[config.mk]
export PLATFORM = sky130hd
export DESIGN_NAME = counter_b4_sched
export DESIGN_NICKNAME = d
export VERILOG_FILES = /design/src/rtl/counter_b4_sched.sv
export SDC_FILE = /design/constraint.sdc
export NUM_CORES = 1
export LEC_CHECK = 0
export CAP_MARGIN = 10
export CORE_ASPECT_RATIO = 2
export CORE_MARGIN = 2
export CORE_UTILIZATION = 35
export DETAILED_ROUTE_END_ITERATION = 10
export GPL_TIMING_DRIVEN = 1
export HOLD_SLACK_MARGIN = 0.15
export PLACE_DENSITY_LB_ADDON = 0.15
export SKIP_LAST_GASP = 1
export SYNTH_ARGS = -nofsm -noshare
export SYNTH_HDL_FRONTEND = slang
export SYNTH_SLANG_ARGS = --single-unit
[constraint.sdc]
create_clock -name b4_clk -period 1.55 [get_ports b4_clk]
set_clock_uncertainty 0.05 [all_clocks]
set_input_delay 0.2325 -clock b4_clk [delete_from_list [all_inputs] [get_ports b4_clk]]
set_output_delay 0.2325 -clock b4_clk [all_outputs]
set_load 0.01 [all_outputs]
[src/rtl/counter_b4_sched.sv]
// Two-requester job scheduler driving a 4-bit counter: arbitrates, runs a
// counting or load job for a latched cycle count, then pulses the owner's done.
module counter_b4_sched #(
    parameter bit PRIO_FIXED = 1'b0
) (
    input  logic       b4_clk,
    input  logic       b4_reset_n,
    input  logic       req0,
    input  logic       req1,
    input  logic [1:0] mode0,
    input  logic [1:0] mode1,
    input  logic [3:0] d0,
    input  logic [3:0] d1,
    input  logic [3:0] len0,
    input  logic [3:0] len1,
    input  logic       b4_rco,
    output logic       b4_enable,
    output logic [1:0] b4_mode,
    output logic [3:0] b4_D,
    output logic       gnt0,
    output logic       gnt1,
    output logic       done0,
    output logic       done1,
    output logic       ovf,
    output logic       busy
);

    localparam int unsigned MODE_W = 2;
    localparam int unsigned DATA_W = 4;
    localparam int unsigned CNT_W  = 4;
    localparam logic [MODE_W-1:0] MODE_LOAD = 2'b11;

    typedef enum logic [1:0] {
        ST_IDLE = 2'd0,
        ST_RUN  = 2'd1,
        ST_DONE = 2'd2
    } state_t;

    state_t              r_state;
    logic                r_owner;
    logic                r_last;
    logic [MODE_W-1:0]   r_mode;
    logic [DATA_W-1:0]   r_d;
    logic [CNT_W-1:0]    r_cnt;
    logic                r_ovf;

    logic                w_any;
    logic                w_win;
    logic [MODE_W-1:0]   w_mode;
    logic [DATA_W-1:0]   w_d;
    logic [CNT_W-1:0]    w_len;
    logic [CNT_W-1:0]    w_cnt;

    // Winner selection; r_last==1 means requester 1 was granted last.
    always_comb begin
        w_any = req0 | req1;
        w_win = 1'b0;
        if (req0 && req1) begin
            w_win = PRIO_FIXED ? 1'b0 : ~r_last;
        end else begin
            w_win = ~req0;
        end
        w_mode = w_win ? mode1 : mode0;
        w_d    = w_win ? d1    : d0;
        w_len  = w_win ? len1  : len0;
        w_cnt  = (w_mode == MODE_LOAD) ? CNT_W'(1) : w_len;
    end

    always_ff @(posedge b4_clk or negedge b4_reset_n) begin
        if (!b4_reset_n) begin
            r_state   <= ST_IDLE;
            r_owner   <= 1'b0;
            r_last    <= 1'b1;
            r_mode    <= '0;
            r_d       <= '0;
            r_cnt     <= '0;
            r_ovf     <= 1'b0;
            b4_enable <= 1'b0;
            b4_mode   <= '0;
            b4_D      <= '0;
            gnt0      <= 1'b0;
            gnt1      <= 1'b0;
            done0     <= 1'b0;
            done1     <= 1'b0;
            ovf       <= 1'b0;
            busy      <= 1'b0;
        end else begin
            case (r_state)
                ST_IDLE: begin
                    done0 <= 1'b0;
                    done1 <= 1'b0;
                    ovf   <= 1'b0;
                    if (w_any) begin
                        r_owner <= w_win;
                        r_last  <= w_win;
                        r_mode  <= w_mode;
                        r_d     <= w_d;
                        r_cnt   <= w_cnt;
                        r_ovf   <= 1'b0;
                        busy    <= 1'b1;
                        if (w_cnt == '0) begin
                            // Zero-length job: straight to the done pulse, never enabled.
                            r_state   <= ST_DONE;
                            b4_enable <= 1'b0;
                            b4_mode   <= '0;
                            b4_D      <= '0;
                            gnt0      <= 1'b0;
                            gnt1      <= 1'b0;
                            done0     <= ~w_win;
                            done1     <= w_win;
                        end else begin
                            r_state   <= ST_RUN;
                            b4_enable <= 1'b1;
                            b4_mode   <= w_mode;
                            b4_D      <= w_d;
                            gnt0      <= ~w_win;
                            gnt1      <= w_win;
                        end
                    end else begin
                        b4_enable <= 1'b0;
                        b4_mode   <= '0;
                        b4_D      <= '0;
                        gnt0      <= 1'b0;
                        gnt1      <= 1'b0;
                        busy      <= 1'b0;
                    end
                end
                ST_RUN: begin
                    r_cnt <= r_cnt - CNT_W'(1);
                    r_ovf <= r_ovf | b4_rco;
                    if (r_cnt == CNT_W'(1)) begin
                        r_state   <= ST_DONE;
                        b4_enable <= 1'b0;
                        b4_mode   <= '0;
                        b4_D      <= '0;
                        gnt0      <= 1'b0;
                        gnt1      <= 1'b0;
                        done0     <= ~r_owner;
                        done1     <= r_owner;
                        ovf       <= r_ovf | b4_rco;
                    end else begin
                        b4_enable <= 1'b1;
                        b4_mode   <= r_mode;
                        b4_D      <= r_d;
                    end
                end
                ST_DONE: begin
                    r_state   <= ST_IDLE;
                    b4_enable <= 1'b0;
                    b4_mode   <= '0;
                    b4_D      <= '0;
                    gnt0      <= 1'b0;
                    gnt1      <= 1'b0;
                    done0     <= 1'b0;
                    done1     <= 1'b0;
                    ovf       <= 1'b0;
                    busy      <= 1'b0;
                end
                default: begin
                    r_state <= ST_IDLE;
                end
            endcase
        end
    end

endmodule
==> results.ini <==
[yosys]
ys_ff_latch=28
ys_async_sr_fraction_pct=100.0
ys_seq_area_share_pct=44.81
synthesis.area_um2=1567
syn_avg_cell_area_um2=9.915
yosysWarningCount=0
synth_edf_count=0
yosys_most_used_dff=dfrtp_1
syn_nets=189
synth_cell_types=40
synthCells=158

[sta]
hold_viol_final=0
slew_headroom_pct=73.01
period_minus_slack_ns=1.697
fin_tns_setup_ns=-0.9140
post-route-period-util_pct=109.5
hold_slack_ns=0.2752
worst_slew_pin_slew_ns=0.4048
finalSetupViolCount=11
rsz0062_at_grt=true
slew_viol_final=0
fmax_ghz=0.5894
layout_setup_ws_ns=-0.1467

[cells_and_area]
multi_input_area_um2=977.2
seqCellArea_um2=701.9
layout.nets=272
stdcell_area_um2=2591
layout.cells.non_filler=294
fill_cells=399
area_growth_pct=65.42
drive_gt1_share_pct=40.42
final_cell_mix=40 x buf_4, 35 x clkdlybuf4s50_1, 27 x dfrtp_1
final_common_cell=buf_4
antenna_cells=0

[clock_tree]
ctsHoldBuffers=0
clk_pin_slew_ns=0.10
cts_tree=built
clkLatencyLatePin_ns=0.28
cts.root.buffer_cell=clkbuf_8
max-clock-path-buffers=2
cts.sinks=28
numCtsBuffers=3
h-tree-depth=1

[floorplanning]
rows=34
io_pins=38
die_w_um=51.31
die_area_um2=5059
core_area_um2=4339
die_h_um=98.61
start_util_pct=36.10

[power]
p_leak_nw=1.109
power_density_nw_per_um2=1869
vdd_drop_max_uv=1085

[run_status]
status=finished, violations left
violations=setup timing

[placed_design]
dp_cells=279
place_ws_ns=-0.3895
gp_congestion=0.8363
place_area_um2=2258
io_buffers=37
dpl.hpwl_um=3604

[grt]
grt_overflow=0
grt_max_degree=29
antenna_found_initial=0
grt_pass1_vias=1734
grt_pass1_wl_um=7852
grt_usage_pct=20.37

[routing]
finalWirelength_um=4988
drt_iter0_markers=53
routedWlPerCell_um=16.97
drt-pass1-iter-count=4
route.detailed.drc=0
vias_per_cell=5.354
vias=1574
ant_nets=0

[setup_path]
cp_data_arrival_time_ns=1.82
required_ns=1.67
worstPathMaxFanout=5
crit_type=register to register
start_kind=register
cp_slowest_cell=dfrtp_1
cp_num_buf_inv=1
cp_top_family=flip-flops
slowest_delay_ns=0.40
cp_cell_sequence=inv_2, ha_4, or3b_4, a21oi_4, mux2_4
critPathCaptureType=register

[min_path]
min_path_type=primary input to asynchronous set/reset pin

[run]
max-cap-violations=0

## synth_stat cells, types with 2 or more instances
cell type  count  area, um^2
nor3_1         3       15.01
a22oi_1        8       60.06
nand4_1        2       12.51
a221oi_1       3       26.28
nor2_1        14       52.55
a31oi_1        3       18.77
buf_6          2       22.52
a211oi_2       2       25.02
o21ai_0       14       70.07
a21oi_1        7       35.03
dfrtp_1       27       675.7
o21ai_2        2       17.52
nand3_2        2       20.02
clkbuf_1       3       11.26
nand2_1       14       52.55
nand2b_1       3       18.77
mux2i_1        6       60.06
o211ai_1       2       15.01
a211oi_1       3       22.52
inv_1          8       30.03
nand3_1        5       25.02
ha_1           6       75.07
mux2_2         2       22.52
## routing by layer
layer  GRT usage [%]  share of wire, %
met1           20.80                34
met4           13.36               6.1
met3           2.424               3.5
met5               0                 0
met2           37.06                57
## stage by stage
stage / utilization, % / total power [W]
floorplan: - / 0.002519
global placement: 52.05 / 0.003614
detailed placement: 52.05 / 0.003683
CTS: 56.40 / 0.004498
global route: 59.72 / 0.005159
finish: 59.72 / 0.004844
## cell families after synthesis
logic type | synth area share, %
adders and majority gates | 4.792
DFF | 44.81
AOI/OAI and AO/OA | 23.56
buffers and inverters | 4.393
and+or+nand+nor | 17.17
muxes | 5.272
## sequential cells by signal, summed over array words and instances, names as in the netlist
register	count
ovf	1
b4_enable	1
r_cnt	4
r_owner	1
b4_mode	2
busy	1
r_d	4
r_state	2
b4_D	4
gnt0	1
r_last	1
done0	1
r_ovf	1
r_mode	2
gnt1	1
done1	1
## final timing paths
kind	startpoint	to	slack (ns)	cells after the start
min in group b4_clk	req1	r_last	0.40	4
worst min-delay path	b4_reset_n	r_state[1]	0.28	2
worst max register to register	r_cnt[1]	gnt0	-0.15	5
worst max-delay path	r_cnt[1]	gnt0	-0.15	5
worst min register to register	b4_enable	b4_enable	0.46	2
max in group asynchronous	b4_reset_n	r_last	0.86	2
## where the power goes
group	leakage, nW	switching, W	internal, W
Combinational	0.734	0.00147	0.00161
Sequential	0.345	0.000233	0.00107
Clock	0.0288	0.000236	0.000228
Total	1.11	0.00193	0.00291
## repair_timing
action	4_1_cts	5_1_grt
gates cloned	0	0
setup buffers	7	5
pin swaps	8	13
endpoints found under the hold margin	0	0
resized for setup	21	33
setup endpoints to repair	19	24
## final cells by class
type,instances,area share (%)
clock buffers,4,2.125
well taps,54,2.607
multi-input cells,116,37.71
flip-flops and latches,28,27.09
inverters,8,1.159
repair buffers,84,29.31
(Power assumes the default switching activity.)
